===== src/rtl/cpu_register_file_mp.sv =====
// Integer register file for the Rv32H core.
// Decode reads registers and claims destinations, and writeback writes results.
// Each of the three request paths uses a tag-toggle handshake: a request starts
// when the incoming tag differs from the tag last serviced on that path.
// Read data written on the same edge is forwarded to the reader (bypass).
// A per-register busy scoreboard lets decode stall on producers that are still
// in flight. Register 0 always reads as zero and is never marked busy.
module cpu_register_file_mp #(
    parameter int              XLEN     = 32,
    parameter int              NREGS    = 32,
    parameter int              NREAD    = 2,
    parameter int              TAGW     = 8,
    parameter int              SP_IDX   = 2,
    parameter logic [XLEN-1:0] SP_RESET = 32'h00010400
) (
    input  logic                             i_clock,
    input  logic                             i_reset,
    // read port: every channel is serviced by one read request
    input  logic [TAGW-1:0]                  i_read_tag,
    input  logic [NREAD*$clog2(NREGS)-1:0]   i_read_idx,
    output logic [NREAD*XLEN-1:0]            o_rdata,
    output logic [NREAD-1:0]                 o_rbusy,
    output logic [TAGW-1:0]                  o_read_ack,
    // write port from writeback
    input  logic [TAGW-1:0]                  i_write_tag,
    input  logic [$clog2(NREGS)-1:0]         i_write_idx,
    input  logic [XLEN-1:0]                  i_wdata,
    output logic [TAGW-1:0]                  o_write_ack,
    // claim port from decode: marks a destination as pending
    input  logic [TAGW-1:0]                  i_claim_tag,
    input  logic [$clog2(NREGS)-1:0]         i_claim_idx,
    output logic [NREGS-1:0]                 o_busy
);

    localparam int IDXW = $clog2(NREGS);

    // Architectural state
    logic [XLEN-1:0]  regs [NREGS];
    logic [NREGS-1:0] busy_q;
    logic [TAGW-1:0]  read_tag_q;
    logic [TAGW-1:0]  write_tag_q;
    logic [TAGW-1:0]  claim_tag_q;

    // Request decode
    logic read_fire;
    logic write_fire;
    logic claim_fire;
    logic write_en;
    logic claim_en;

    // Next-state values
    logic [IDXW-1:0]       ridx [NREAD];
    logic [NREGS-1:0]      busy_d;
    logic [NREAD*XLEN-1:0] rdata_d;
    logic [NREAD-1:0]      rbusy_d;

    // A request is a tag that differs from the last one serviced; wrap is just
    // another difference, and a held tag never re-fires.
    assign read_fire  = (i_read_tag  != read_tag_q);
    assign write_fire = (i_write_tag != write_tag_q);
    assign claim_fire = (i_claim_tag != claim_tag_q);

    // Index 0 requests are still acknowledged but never touch state.
    assign write_en = write_fire && (i_write_idx != '0);
    assign claim_en = claim_fire && (i_claim_idx != '0);

    assign o_busy = busy_q;

    // Split the packed read index bus into one index per channel.
    always_comb begin
        for (int k = 0; k < NREAD; k++) begin
            ridx[k] = i_read_idx[k*IDXW +: IDXW];
        end
    end

    // Scoreboard update: write clears, then claim sets, so a claim on the same
    // edge as a write to the same register wins (the newer producer is pending).
    always_comb begin
        busy_d = busy_q;
        if (write_en) begin
            busy_d[i_write_idx] = 1'b0;
        end
        if (claim_en) begin
            busy_d[i_claim_idx] = 1'b1;
        end
        busy_d[0] = 1'b0;
    end

    // Per-channel read data with same-edge write bypass, and busy status as it
    // stands after this edge's write and claim.
    always_comb begin
        rdata_d = '0;
        rbusy_d = '0;
        for (int k = 0; k < NREAD; k++) begin
            if (ridx[k] != '0) begin
                if (write_en && (i_write_idx == ridx[k])) begin
                    rdata_d[k*XLEN +: XLEN] = i_wdata;
                end else begin
                    rdata_d[k*XLEN +: XLEN] = regs[ridx[k]];
                end
            end
            rbusy_d[k] = busy_d[ridx[k]];
        end
    end

    // Register array: SP gets its boot value, everything else clears.
    always_ff @(posedge i_clock or posedge i_reset) begin
        if (i_reset) begin
            for (int n = 0; n < NREGS; n++) begin
                regs[n] <= (n == SP_IDX) ? SP_RESET : '0;
            end
        end else if (write_en) begin
            regs[i_write_idx] <= i_wdata;
        end
    end

    // Scoreboard register.
    always_ff @(posedge i_clock or posedge i_reset) begin
        if (i_reset) begin
            busy_q <= '0;
        end else begin
            busy_q <= busy_d;
        end
    end

    // Read port: capture data, busy and tag when a read fires; hold otherwise.
    always_ff @(posedge i_clock or posedge i_reset) begin
        if (i_reset) begin
            read_tag_q <= '0;
            o_read_ack <= '0;
            o_rdata    <= '0;
            o_rbusy    <= '0;
        end else if (read_fire) begin
            read_tag_q <= i_read_tag;
            o_read_ack <= i_read_tag;
            o_rdata    <= rdata_d;
            o_rbusy    <= rbusy_d;
        end
    end

    // Write and claim handshake tags.
    always_ff @(posedge i_clock or posedge i_reset) begin
        if (i_reset) begin
            write_tag_q <= '0;
            o_write_ack <= '0;
            claim_tag_q <= '0;
        end else begin
            if (write_fire) begin
                write_tag_q <= i_write_tag;
                o_write_ack <= i_write_tag;
            end
            if (claim_fire) begin
                claim_tag_q <= i_claim_tag;
            end
        end
    end

endmodule


===== config.mk =====
export PLATFORM = sky130hd
export DESIGN_NAME = cpu_register_file_mp
export DESIGN_NICKNAME = d
export VERILOG_FILES = /design/src/rtl/cpu_register_file_mp.sv
export SDC_FILE = /design/constraint.sdc
export NUM_CORES = 2
export LEC_CHECK = 0
export BUFFER_PORTS_ARGS = -buffer_cell sky130_fd_sc_hd__buf_2
export CORE_MARGIN = 2
export CORE_UTILIZATION = 30
export CTS_CLUSTER_SIZE = 30
export DETAILED_ROUTE_END_ITERATION = 10
export MAX_ROUTING_LAYER = met4
export SLEW_MARGIN = 20
export SYNTH_ARGS = -nofsm -noshare
export SYNTH_HDL_FRONTEND = slang
export SYNTH_SLANG_ARGS = --single-unit
export TNS_END_PERCENT = 30

===== constraint.sdc =====
create_clock -name i_clock -period 61.6 [get_ports i_clock]
set_clock_uncertainty 0.1 [all_clocks]
set_input_delay 12.32 -clock i_clock [delete_from_list [all_inputs] [get_ports i_clock]]
set_output_delay 12.32 -clock i_clock [all_outputs]
set_load 0.03 [all_outputs]

**After elaboration in Yosys (flattened, before gate mapping)**

Index checks and enable logic that the tools add are counted.

- Equal/unequal tests: 5
- Bitwise operators: 6
- Reduce and logical (&&, ||, !) cells: 11
- Mux-type cells: 23
- Magnitude comparators: 10

Operators with widths:

| operator | number |
|---|---|
| $bwmux W1024 | 1 |
| $mux W32 | 11 |
| $bmux W32 S5 | 2 |
| $demux W32 S5 | 1 |
| $and A32 B32 Y32 | 1 |
| $not A32 Y32 | 1 |
| $or A32 B32 Y32 | 1 |
| $lt A5 B6 Y1 const B | 4 |
| $ne A8 B8 Y1 | 3 |
| $reduce_bool A5 Y1 | 4 |
| $ge A6 B6 Y1 const B | 3 |
| $not A5 Y6 | 3 |
| $bmux W1 S5 | 2 |
| $demux W1 S5 | 2 |
| $eq A5 B5 Y1 | 2 |
| $ge A5 B1 Y1 const B | 2 |
| $logic_and A1 B1 Y1 | 7 |
| $lt A6 B1 Y1 const B | 1 |
| $mux W1 | 4 |

- Output and inout bits: 114
- Register bits after elaboration: 1145

**Logic depth before layout (Yosys ltp)**

- Depth after elaboration: 11
- Depth in mapped cells: 10
- Mapped depth without buffers: 8

**Worst setup path before layout**

OpenSTA, ideal clock, no wires.

- Kind: input to register
- From: input port i_read_idx[0]
- To: register o_rdata[30]
- Setup time: 146 ps
- Cell stages on the path: 9
- Buffers on the path: 3
- Arrival time: 14308 ps
- Setup slack: 47045 ps
- Path through: clkbuf_1 > clkbuf_1 > buf_2 > mux4_2 > mux4_2 > mux2i_1 > nor2_1 > a21oi_1 > o21ai_1

- Longest elaborated chain between the ends: 6

Ends and longest elaborated chain:

| what | RTL line | source |
|---|---|---|
| start, declared | 20 | `input logic [NREAD*$clog2(NREGS)-1:0] i_read_idx,` |
| $not A5 Y6 (implied by the code) | 99 | `rdata_d[k*XLEN +: XLEN] = regs[ridx[k]];` |
| $bmux W32 S5 | 99 |  |
| $mux W32 (implied by the code) (2 in series) | 99 |  |
| $mux W32 | 96 | `if (write_en && (i_write_idx == ridx[k])) begin` |
| $mux W32 (*) | 95 | `if (ridx[k] != '0) begin` |
| end signal, assigned | 136 | `o_rdata <= rdata_d;` |
| end, declared | 21 | `output logic [NREAD*XLEN-1:0] o_rdata,` |

Mark *: on every way between the ends. The rest lies on a longest branch, timed or not. The select of a mux whose other input is x is not followed.
A chain may end at the register's enable or synchronous reset.

**Worst setup path in the final report**

- From: input port i_read_idx[5]
- To: register o_rdata[32]

Same word-level chain as after synthesis.

==> flow_summary.yaml <==
hold_path:
  hold_depth: 0
  hold_path.class: "register to register"
  hold-path-endpoint: "regs[1018]"
  min_from: "regs[1018]"
layout:
  layout_common_cells: "1143 x dfrtp_1, 992 x mux2_2, 640 x mux4_2"
  multiInputGateArea_mm2: 0.0295
  design_area_mm2: 0.0673
  nets: 3860
  ff_latch_area_mm2: 0.0287
  layout-drive-gt1-share_pct: 55.2
  fillers: 19068
  final_common_cell: "dfrtp_1"
  area_growth_pct: 12.4
  final_util_pct: 34.0
run:
  cap_viol_max_count: 0
timing:
  setup_viol: 0
  final-hold-violation-count: 0
  setup_tns_ns: 0
  worst-slew-pin-transition_ns: 1.12
  rsz0062_at_grt: "false"
  finalCritPeriodShare_pct: 27.7
  slew_headroom_pct: 25.3
  slew_violations: 0
  min_period_ns: 17.06
  fmax_mhz: 58.6
synthesis:
  yosysUniqueCellTypes: 68
  synth.mux.area_fraction_pct: 43.9
  yosys.area_share.simple_pct: 1.84
  synth_top_area_share_pct: 47.8
  ys_ff_latch: 1145
  syn_nets: 3921
  synthAdderAreaFrac_pct: 0
  synth-xor-area-share_pct: 0.497
  syn_inst: 3843
  yosys_warnings: 0
  synth_top_family_by_area: "multiplexers"
  synth_edf_count: 0
  avgSynthCellArea_um2: 15.6
  synth_top_cell_by_area: "dfrtp_1"
  yosys-top-cells-area: "dfrtp_1 48%, mux4_2 24%, mux2_2 19%"
  ys.flop_type: "dfrtp_1"
  synthArstFlopShare_pct: 100
  synth_seq_area_share_pct: 47.9
  synth_area_mm2: 0.0599
  synth-compound-area-share_pct: 2.64
worst_setup_path:
  r2r-end: "o_rdata[13]"
  start_kind: "input port"
  critPathRequiredTime_ns: 62.08
  end_kind: "register"
  rrSetupSlack_ns: 57.69
  worst_path_most_repeated_cell: "buf_4"
  rr_worst_depth: 9
  worst_ep_arrival_time_ns: 17.54
  crit_path_top_delay_cell: "buf_4"
  r2r_start: "write_tag_q[1]"
  path_cells: "buf_8 -> buf_4 -> buf_12 -> buf_4 -> buf_4 -> mux4_2 -> mux4_2 -> mux2i_1 -> nor2_1 -> a21oi_1 -> o21ai_1"
  cp_max_fo: 77
  cpPeakStageDelay_ns: 0.86
  path_class: "input port to register"
global_route:
  grtUsageTotal_pct: 18.4
  grt_util_met3_pct: 2.51
  grt_pass1_vias: 37901
  antenna_found_initial: 13
  grt_pass1_wl_um: 270000
  grt_overflow_total: 0
  use_met2_pct: 29.9
  grt.busiest_layer: "met2"
  grt_max_degree: 176
  grt_use_met1_pct: 23.8
power:
  power.density_cell_area_mw_per_mm2: 35.1
  power_leakage_uw: 0.0276
  vdd_drop_max_mv: 0.0223
detailed_routing:
  viasPerCell: 5.53
  initialDrtViolationCount: 3280
  routed_wirelength_um: 183000
  drcViolationCount: 0
  vias: 36093
  ant_nets: 0
  wl_per_cell_um: 28.0
  drtPass1Iterations: 5
placement:
  dp_hpwl_um: 99700
  dpl_cell_area_mm2: 0.0632
  portBuffers: 190
  gp_congestion: 0.818
cts:
  cts_tree: "built"
  postCtsSetupBuffers: 0
  clk_latency_ns: 0.74
  htreeDepth: 3
  cts_hold_buf: 0
  numClockSinks: 1145
  cts.repair.resized: 0
  clk_pin_slew_worst_paths_ns: 0.07
  cts_root_buf: "clkbuf_16"
  cts_inserted_buffers: 116
  ctsLongestPathBuffers: 3
floorplan:
  dieArea_mm2: 0.203
  ioPinCount: 192
  die_x_um: 451
  start_util_pct: 30.3
  design.core.area_mm2: 0.198
  placementRows: 163
  die_y_um: 451
status:
  outcome: "finished clean"
-- how the worst max path moves through the flow --
stage                        from              to  slack, ns  cells past startpoint
finish              i_read_idx[5]     o_rdata[32]      44.54                     11
global route        i_read_idx[5]     o_rdata[33]      43.90                     11
CTS                 i_read_idx[5]     o_rdata[32]      44.27                     11
detailed placement  i_read_idx[5]     o_rdata[32]      43.49                     11
global placement    i_read_idx[5]     o_rdata[34]      43.51                     11
floorplan                 i_reset  claim_tag_q[0]      16.94                      1
-- Yosys cell counts (6+ instances only) --
master	n
o21ai_4	7
clkbuf_1	321
mux2i_1	70
a22oi_1	15
a21oi_1	67
nand2b_1	6
mux2_2	992
xor2_1	12
a32oi_1	15
xnor2_1	22
nor2_1	105
buf_2	84
inv_1	29
o21ai_1	39
mux4_2	640
buf_1	38
o21ai_0	37
a22o_1	6
o21ai_2	13
dfrtp_1	1143
nand2_1	88
nand3_1	7
-- stage by stage --
stage                     power [µW]  hold slack [ns]  worst slack [ns]  instances
after floorplan                 1460            0.341             16.94       3843
after global placement          1600            0.276             43.51       6304
after detailed placement        1620            0.283             43.49       6304
after CTS                       2380            0.297             44.27       6518
after global routing            2470            0.312             43.90       6521
final                           2360            0.295             44.54       6521
-- cell families after synthesis --
logic type	Yosys count
AO/OA/AOI/OAI	237
XOR/XNOR	34
buffers and inverters	479
flip-flops	1145
multiplexers	1702
other	1
AND/OR/NAND/NOR	245
-- flip-flops by register name (all words and copies together) (netlist names) --
| signal | cells |
|---|---|
| claim_tag_q | 8 |
| o_busy | 31 |
| o_rbusy | 2 |
| o_rdata | 64 |
| read_tag_q | 8 |
| regs | 1024 |
| write_tag_q | 8 |
-- power by group --
group | leakage (µW) | total (µW) | internal (µW) | switching, µW
clock | 0.00198 | 752 | 441 | 311
combinational | 0.0116 | 555 | 322 | 233
sequential | 0.0141 | 1050 | 925 | 129
total | 0.0276 | 2360 | 1690 | 672
-- worst max-delay path, delay by kind of cell --
family	cells	cell delay, ns
muxes	3	1.23
and+or+nand+nor	1	0.06
buffers and inverters	5	3.45
AOI/OAI and AO/OA	2	0.20
-- metal layers --
layer / vias up / wire length [µm] / share of wire [%]
met4: 0 / 5820 / 3.2
met3: 303 / 9820 / 5.4
met2: 1193 / 90000 / 49
met5: - / 0 / 0
li1: 14662 / - / -
met1: 19935 / 76800 / 42
-- final cells by class --
type,instances,share of cell area [%]
multi-input combinational,2219,43.9
timing repair buffer,271,2.47
clock buffer,171,5.13
sequential,1145,42.6
clock inverter,43,0.857
inverter,29,0.173
antenna,3,0.0112
tap,2640,4.91
Note: power is estimated with default switching activity, not from simulation.
